==> src/rtl/dataproc_pkg.sv <==
// Shared pixel-path definitions for the dataproc window generator and processing core.
// Holds pixel/window widths, the frame-tracking state encoding and the window packing helper.
package dataproc_pkg;

  localparam int PIX_W = 8;
  localparam int WIN_W = 72;
  localparam int COL_W = 3 * PIX_W;

  typedef enum logic {
    IDLE = 1'b0,
    RUN  = 1'b1
  } state_t;

  // A column holds rows r-2 (low byte) .. r (high byte); window byte 3*i+j is row i of column j.
  function automatic logic [WIN_W-1:0] pack_window(input logic [COL_W-1:0] col0,
                                                   input logic [COL_W-1:0] col1,
                                                   input logic [COL_W-1:0] col2);
    logic [WIN_W-1:0] w;
    w = '0;
    for (int i = 0; i < 3; i++) begin
      w[PIX_W*(3*i+0) +: PIX_W] = col0[PIX_W*i +: PIX_W];
      w[PIX_W*(3*i+1) +: PIX_W] = col1[PIX_W*i +: PIX_W];
      w[PIX_W*(3*i+2) +: PIX_W] = col2[PIX_W*i +: PIX_W];
    end
    return w;
  endfunction

endpackage

==> src/rtl/dataproc_linebuf_row.sv <==
// One image row of pixel storage: asynchronous read, synchronous write.
// Read and write share one address so a slot can be read and replaced in the same cycle.
module dataproc_linebuf_row
  import dataproc_pkg::*;
#(
  parameter int DEPTH = 32,
  parameter int AW    = $clog2(DEPTH)
) (
  input  logic             clk,
  input  logic             we,
  input  logic [AW-1:0]    addr,
  input  logic [PIX_W-1:0] wdata,
  output logic [PIX_W-1:0] rdata
);

  logic [PIX_W-1:0] mem [DEPTH];

  // NOTE: storage arrays are deliberately left unreset; every slot is rewritten before it is used.
  always_ff @(posedge clk) begin
    if (we) mem[addr] <= wdata;
  end

  assign rdata = mem[addr];

endmodule

==> src/rtl/dataproc_linebuf.sv <==
// Streaming 3x3 window generator: buffers two rows and emits fully populated interior windows.
// Optional DATAPROC_LINEBUF_STATS_EN adds frame_cnt / drop_cnt statistics outputs.
module dataproc_linebuf
  import dataproc_pkg::*;
#(
  parameter int IMG_W = 32,
  parameter int IMG_H = 32
) (
  input  logic             clk,
  input  logic             reset,
  input  logic             s_valid,
  output logic             s_ready,
  input  logic [PIX_W-1:0] s_data,
  input  logic             s_sof,
  output logic             m_valid,
  input  logic             m_ready,
  output logic [WIN_W-1:0] m_win,
  output logic             m_last
`ifdef DATAPROC_LINEBUF_STATS_EN
  ,
  output logic [15:0]      frame_cnt,
  output logic [15:0]      drop_cnt
`endif
);

  localparam int CW = $clog2(IMG_W);
  localparam int RW = $clog2(IMG_H);
  localparam logic [CW-1:0] C_LAST = CW'(IMG_W - 1);
  localparam logic [RW-1:0] R_LAST = RW'(IMG_H - 1);

  state_t            state, state_nx;
  logic [RW-1:0]     r, r_nx, cur_r;
  logic [CW-1:0]     c, c_nx, cur_c;
  logic              accept, process, drop, frame_end, win_en;
  logic [PIX_W-1:0]  lb0_rd, lb1_rd;
  logic [COL_W-1:0]  col_new, col_m1, col_m2;

  // Single output register: accept whenever it is empty or being drained this cycle.
  assign s_ready = !reset && (!m_valid || m_ready);
  assign accept  = s_valid && s_ready;

  // NOTE: every always_comb output gets a default first so no latch can be inferred.
  always_comb begin
    state_nx  = state;
    r_nx      = r;
    c_nx      = c;
    cur_r     = s_sof ? '0 : r;
    cur_c     = s_sof ? '0 : c;
    process   = 1'b0;
    drop      = 1'b0;
    frame_end = 1'b0;

    if (accept) begin
      if (state == IDLE && !s_sof) drop = 1'b1;
      else                         process = 1'b1;
    end

    if (process) begin
      state_nx = RUN;
      if (cur_c == C_LAST) begin
        c_nx = '0;
        if (cur_r == R_LAST) begin
          r_nx      = '0;
          state_nx  = IDLE;
          frame_end = 1'b1;
        end else begin
          r_nx = cur_r + RW'(1);
        end
      end else begin
        c_nx = cur_c + CW'(1);
        r_nx = cur_r;
      end
    end
  end

  assign win_en = process && (cur_r >= RW'(2)) && (cur_c >= CW'(2));

  dataproc_linebuf_row #(.DEPTH(IMG_W), .AW(CW)) u_lb0 (
    .clk   (clk),
    .we    (process),
    .addr  (cur_c),
    .wdata (s_data),
    .rdata (lb0_rd)
  );

  // Row r-1 ages into row r-2 as its slot is overwritten by the new pixel.
  dataproc_linebuf_row #(.DEPTH(IMG_W), .AW(CW)) u_lb1 (
    .clk   (clk),
    .we    (process),
    .addr  (cur_c),
    .wdata (lb0_rd),
    .rdata (lb1_rd)
  );

  assign col_new = {s_data, lb0_rd, lb1_rd};

  // NOTE: sequential state uses non-blocking assignments so all registers update from pre-edge values.
  always_ff @(posedge clk) begin
    if (reset) begin
      state   <= IDLE;
      r       <= '0;
      c       <= '0;
      m_valid <= 1'b0;
      m_win   <= '0;
      m_last  <= 1'b0;
    end else begin
      state <= state_nx;
      r     <= r_nx;
      c     <= c_nx;
      if (win_en) begin
        m_valid <= 1'b1;
        m_win   <= pack_window(col_m2, col_m1, col_new);
        m_last  <= frame_end;
      end else if (m_ready) begin
        m_valid <= 1'b0;
      end
    end
  end

  // Column history only matters once two same-row columns have been shifted in.
  always_ff @(posedge clk) begin
    if (process) begin
      col_m1 <= col_new;
      col_m2 <= col_m1;
    end
  end

`ifdef DATAPROC_LINEBUF_STATS_EN
  always_ff @(posedge clk) begin
    if (reset) begin
      frame_cnt <= '0;
      drop_cnt  <= '0;
    end else begin
      if (frame_end) frame_cnt <= frame_cnt + 16'd1;
      if (drop)      drop_cnt  <= drop_cnt + 16'd1;
    end
  end
`endif

endmodule

==> config.mk <==
export PLATFORM = sky130hd
export DESIGN_NAME = dataproc_linebuf
export DESIGN_NICKNAME = d
export VERILOG_FILES = /design/src/rtl/dataproc_pkg.sv /design/src/rtl/dataproc_linebuf_row.sv /design/src/rtl/dataproc_linebuf.sv
export SDC_FILE = /design/constraint.sdc
export NUM_CORES = 1
export LEC_CHECK = 0
export ABC_AREA = 1
export CORE_MARGIN = 10
export CORE_UTILIZATION = 51
export DETAILED_ROUTE_END_ITERATION = 10
export PLACE_DENSITY = 0.72
export SYNTH_ARGS = -nofsm -noshare
export SYNTH_HDL_FRONTEND = slang
export SYNTH_SLANG_ARGS = --single-unit
==> constraint.sdc <==
create_clock -name clk -period 7.22 [get_ports clk]
set_input_delay 1.083 -clock clk [delete_from_list [all_inputs] [get_ports clk]]
set_output_delay 1.083 -clock clk [all_outputs]
set_load 0.02 [all_outputs]
* Yosys cells after proc, flatten, opt, wreduce, memory -nomap -nowiden
Memories as Yosys holds them, arrays and structs flattened.
Cells that the tools add are included.
** Storage, ports and cells
- Flip-flop bits (word level) :: 133
- Bits in writable memories :: 512
- Input port bits :: 13
- Output and inout bits :: 75
- Logic and storage cells :: 43
- Memories :: 2
** Memory list
- u_lb0.mem :: words 32, width 8, rd ports 1, clocked after memory_dff 0, wr ports 1, line dataproc_linebuf_row.sv:16 : logic [PIX_W-1:0] mem [DEPTH];
- u_lb1.mem :: words 32, width 8, rd ports 1, clocked after memory_dff 0, wr ports 1, line dataproc_linebuf_row.sv:16
** Operators by class
- Add/subtract/negate cells :: 2
- Magnitude comparators :: 2
- Eq/ne operators :: 2
- Multiplexer cells :: 16
- Bitwise logic cells :: 1
- Reductions and logical operators :: 10
** Operators by type and width (number)
- $mux W5 :: 5
- $mux W1 :: 11
- $add A5 B1 Y5 const B :: 2
- $eq A5 B5 Y1 const B :: 2
- $ge A5 B2 Y1 const B :: 2
- $logic_and A1 B1 Y1 :: 5
- $logic_not A1 Y1 :: 3
- $reduce_bool A2 Y1 :: 1
- $logic_or A1 B1 Y1 :: 1
- $not A1 Y1 :: 1

* Logic depth before layout (Yosys ltp)
- Depth after elaboration :: 8
- Mapped depth :: 17
- Depth with buffers taken out :: 14

* Cells and area by module
Synthesis repeated with hierarchy kept, for this count alone.
** Unflattened totals
- Cell total of the unflattened synthesis :: 2891
- Area, all modules :: 27622.7 um2
** Modules (own cells, without submodules)
- dataproc_linebuf_row :: times used 2, cells each 1055, area each 10827.9 um2, sequential area each 7687.4 um2
- dataproc_linebuf :: times used 1, cells each 781, area each 5967.0 um2, sequential area each 3143.0 um2

* Least setup slack after synthesis
Ideal clock, no wire load.
- Kind :: input port to flip-flop
- From :: input reset
- To :: memory u_lb0.mem[10][0], enable pin
- Setup time :: 0.389 ns
- Arrival time :: 3.745 ns
- Data required time :: 6.831 ns
- Setup slack :: 3.087 ns
- Stages on the path :: 6
- Buffers on the path :: 1
- Path through :: clkbuf_1 > a21oi_2 > o211ai_2 > clkinv_1 > nand3_1 > nor2_1
** On the way
- Longest elaborated chain between the ends :: 6
** Ends and longest elaborated chain
- start: declaration :: line dataproc_linebuf.sv:10 : input logic reset,
- $logic_not A1 Y1 :: line dataproc_linebuf.sv:39 : assign s_ready = !reset && (!m_valid || m_ready);
- $logic_and A1 B1 Y1 :: line dataproc_linebuf.sv:39
- named net s_ready :: line dataproc_linebuf.sv:12 : output logic s_ready,
- $logic_and A1 B1 Y1 :: line dataproc_linebuf.sv:40 : assign accept = s_valid && s_ready;
- $mux W1 :: line dataproc_linebuf.sv:53 : if (accept) begin
- named net process :: line dataproc_linebuf.sv:34 : logic accept, process, drop, frame_end, win_en;
- $mux W1 :: line dataproc_linebuf_row.sv:20 : if (we) mem[addr] <= wdata;
- $mux W1 (implied by the code) :: line dataproc_linebuf_row.sv:20
- end: declaration :: line dataproc_linebuf_row.sv:16
The timed path passes the listed nets, and every way through them passes these cells.

* Final worst setup path
- From :: input s_sof
- To :: memory u_lb1.mem[1][5] (data pin)
** On the way
- Longest elaborated chain between the ends :: 2
** Ends and longest elaborated chain
- start: declaration :: line dataproc_linebuf.sv:14 : input logic s_sof,
- $mux W5 :: line dataproc_linebuf.sv:48 : cur_c = s_sof ? '0 : c;
- $mem_v2 Z32 W8
- named net lb0_rd[5] :: line dataproc_linebuf.sv:35 : logic [PIX_W-1:0] lb0_rd, lb1_rd;
- end: declaration :: line dataproc_linebuf_row.sv:16
The timed path passes the listed nets, and every way through them passes these cells.

==> metrics.md <==
| Metric | Value |
|---|---|
| Synth-to-Final Area Change | `13.36%` |
| FF-to-FF setup slack | `2.73 ns` |
| HPWL after DPL | `37320 µm` |
| Register area share after synthesis | `71.09%` |
| Total GRT Usage | `21.10%` |
| Synth Net Count | `2443` |
| R2R Path End | `u_lb1.mem[1][5]` |
| Synthesized flop and latch total | `645` |
| WP data arrival | `5.21 ns` |
| Sequential power share | `55.0%` |
| Ordered cell list for the critical path | `clkdlybuf4s50_1, inv_4, nand2_8, buf_4, nand2_1, o21ai_0, o21ai_0, nand2_1, nand2_1, nor2_1, nand2_1` |
| Clk pwr share | `40.8%` |
| Min Tclk post-route | `5.141 ns` |
| Vias/cell | `5.452` |
| Die X | `246.0 µm` |
| Hold_ws | `0.4487 ns` |
| TritonCTS clock tree | `built` |
| Core Box Area | `50380 µm²` |
| RSZ-0062 raised after global routing | `no` |
| Cts repair resizes | `0` |
| Num rows | `82` |
| Clock Sinks | `645` |
| Asr flop ratio synth | `0%` |
| 1st-iter DRT viols | `2190` |
| Max Cap Viol | `0` |
| Tightest Pin Transition | `1.311 ns` |
| Cell count of the worst reg-to-reg path | `8` |
| Pre-CTS WS | `1.553 ns` |
| Total CTS buffers | `60` |
| Cell Pwr Density | `253.7 nW/µm²` |
| Hold Crit Class | `flip-flop to flip-flop` |
| Vias | `17660` |
| Cell leakage power | `11.40 nW` |
| Combinational share of power | `4.2%` |
| CTS max path bufs | `3` |
| Nets | `2533` |
| Min-delay src | `col_m1[0]` |
| WHS Endpoint | `col_m2[0]` |
| Commonest cells post-synth | `615 x nand2_1, 560 x edfxtp_1, 361 x nor2_1` |
| Final Util | `58.61%` |
| Routed wire length | `64770 µm` |
| Outcome | `finished, final reports clean` |
| Synth Instances | `2426` |
| Post-CTS setup buffer count | `0` |
| Final Max Tran Viols | `0` |
| CP max FO | `127` |
| GP Congestion | `0.8954` |
| Setup CP Type | `input port to flip-flop` |
| P_int | `0.005886 W` |
| Initial antenna violation count | `1` |
| Ant diodes | `0` |
| Worst Path Required | `7.29 ns` |
| Post-synth top area cell | `edfxtp_1` |
| GRT overflow | `0` |
| Worst path most repeated cell | `nand2_1` |
| Root Buffer | `clkbuf_16` |
| Footprint of the multi-input gates | `6048 µm²` |
| Clock transition at the registers of the reported paths | `0.06 ns` |
| Port bufs | `87` |
| Most frequent cell after synthesis | `nand2_1` |
| Filler cell count | `3978` |
| Slowest-stage cell, CP | `clkdlybuf4s50_1` |
| Avg Synthesized Cell Area | `10.74 µm²` |
| Largest stage delay, worst path | `0.91 ns` |
| Skew-Pair Late Insertion Delay | `0.64 ns` |
| IO Pins | `88` |
| Final hold violations | `0` |
| Post-Layout Cell Count | `3239` |
| First-pass detailed-route iteration total | `5` |
| Die Y | `246.0 µm` |
| DRC viols | `0` |
| Fmax | `0.1945 GHz` |
| Reg-to-Reg Start | `c[0]` |
| Seq. cell area | `18520 µm²` |
| Largest net degree at the start of global routing | `128` |
| CTS Hold Buffers Added | `0` |
| Placed instance count | `3126` |
| Sw Share | `21.44%` |
| Setup Skew | `0.02708 ns` |
| Hold path cells | `0` |
| Crit. End Element | `flip-flop` |
| Final setup fails | `0` |
| Post-synthesis cell type count | `33` |
| Synth warnings | `0` |
| Drt wl/cell | `20.00 µm` |
| Worst slew margin | `12.40%` |
| Top FF cell, synth | `edfxtp_1` |
| Setup WS post-layout | `2.079 ns` |
| Yosys top cell area share | `64.56%` |
| Max VDD drop | `0.1685 mV` |
| Setup TNS | `0 ns` |
| Post-synth EDFFs | `560` |
| Synthesized area | `26050 µm²` |
| Crit start category | `input port` |
| DIE AREA | `60510 µm²` |
| Layout cell share with drive strength beyond 1 | `7.012%` |
| Synth area leaders | `edfxtp_1 65%, nand2_1 8.9%, dfxtp_1 6.5%` |
| Clock H-tree levels | `2` |
| Antenna-violating nets left | `0` |
| Sw Pwr | `0.001606 W` |
| Crit share post-route | `71.21%` |
| First-pass GRT wire length | `98730 µm` |
| Initial core utilization | `51.71%` |
| Vias in the first global route | `16820` |
-- worst max-delay path: cells and delay by family --
family,cells,cell delay (ns)
AO/OA/AOI/OAI,2,0.34
AND/OR/NAND/NOR,6,2.00
buffers and inverters,3,1.70
-- power groups by stage --
stage                     clock (W)  sequential (W)  combinational [W]
after floorplan                   0         0.00419           0.000179
after global placement            0         0.00420           0.000302
after detailed placement          0         0.00420           0.000312
after CTS                   0.00310         0.00412           0.000314
after global routing        0.00324         0.00412           0.000345
final                       0.00306         0.00412           0.000315
-- stage by stage --
| step | total power, W | area [µm²] |
|---|---|---|
| floorplan | 0.004368 | 26050 |
| global placement | 0.004500 | 27640 |
| detailed placement | 0.004511 | 27640 |
| CTS | 0.007533 | 29530 |
| global route | 0.007701 | 29530 |
| finish | 0.007492 | 29530 |
-- layout by cell type (no fill, tap or decap), drive strengths merged, types with 2 or more instances in the layout --
cell / Yosys / routed
edfxtp: 560 / 560
clkdlybuf4s50: 0 / 86
a211oi: 2 / 2
clkinv: 1 / 36
nand3: 79 / 79
a21oi: 86 / 86
buf: 78 / 60
clkbuf: 40 / 69
nor3: 3 / 3
bufinv: 0 / 5
inv: 239 / 242
dfxtp: 85 / 85
o21ai: 253 / 253
nor2: 370 / 370
ha: 4 / 4
nand2: 619 / 619
-- worst max path at each step --
stage	from	to	slack (ns)
finish	s_sof	u_lb1.mem[1][5]	2.08
global route	s_sof	u_lb1.mem[23][5]	1.92
CTS	s_sof	u_lb1.mem[14][4]	2.20
detailed placement	s_sof	u_lb1.mem[14][4]	1.55
global placement	s_sof	u_lb1.mem[26][4]	1.71
floorplan	reset	u_lb0.mem[10][0]	3.09
-- flip-flops by register name (all words and copies together) (netlist names), 5 cells and up --
signal     cells
u_lb0.mem    256
u_lb1.mem    256
m_win         72
col_m1        24
col_m2        24
c              5
r              5
-- area by class of cell --
cell class,count,share of cell area [%]
timing repair buffer,146,4.475
tap,672,2.848
inverter,240,3.059
clock buffer,69,5.271
sequential,645,62.73
multi-input combinational,1423,20.48
clock inverter,44,1.136
-- per-layer routing --
layer | GRT usage, % | part of all wire, % | vias up
met4 | 9.094 | 3.6 | 0
met1 | 27.89 | 40 | 8430
met5 | 0 | 0 | -
li1 | - | - | 8198
met3 | 3.376 | 10 | 140
met2 | 34.13 | 47 | 891
-- logic make-up (layout without fill, tap and decap cells) --
| logic type | Yosys count | in the layout | share of synthesized area, % |
|---|---|---|---|
| XOR/XNOR | 1 | 1 | 0.03363 |
| AND/OR/NAND/NOR | 1073 | 1073 | 16.12 |
| buffers and inverters | 358 | 499 | 5.841 |
| AO/OA/AOI/OAI | 345 | 345 | 6.720 |
| flip-flops | 645 | 645 | 71.09 |
| adder cells (fa/ha/maj) | 4 | 4 | 0.1921 |
(Power assumes the default switching activity.)
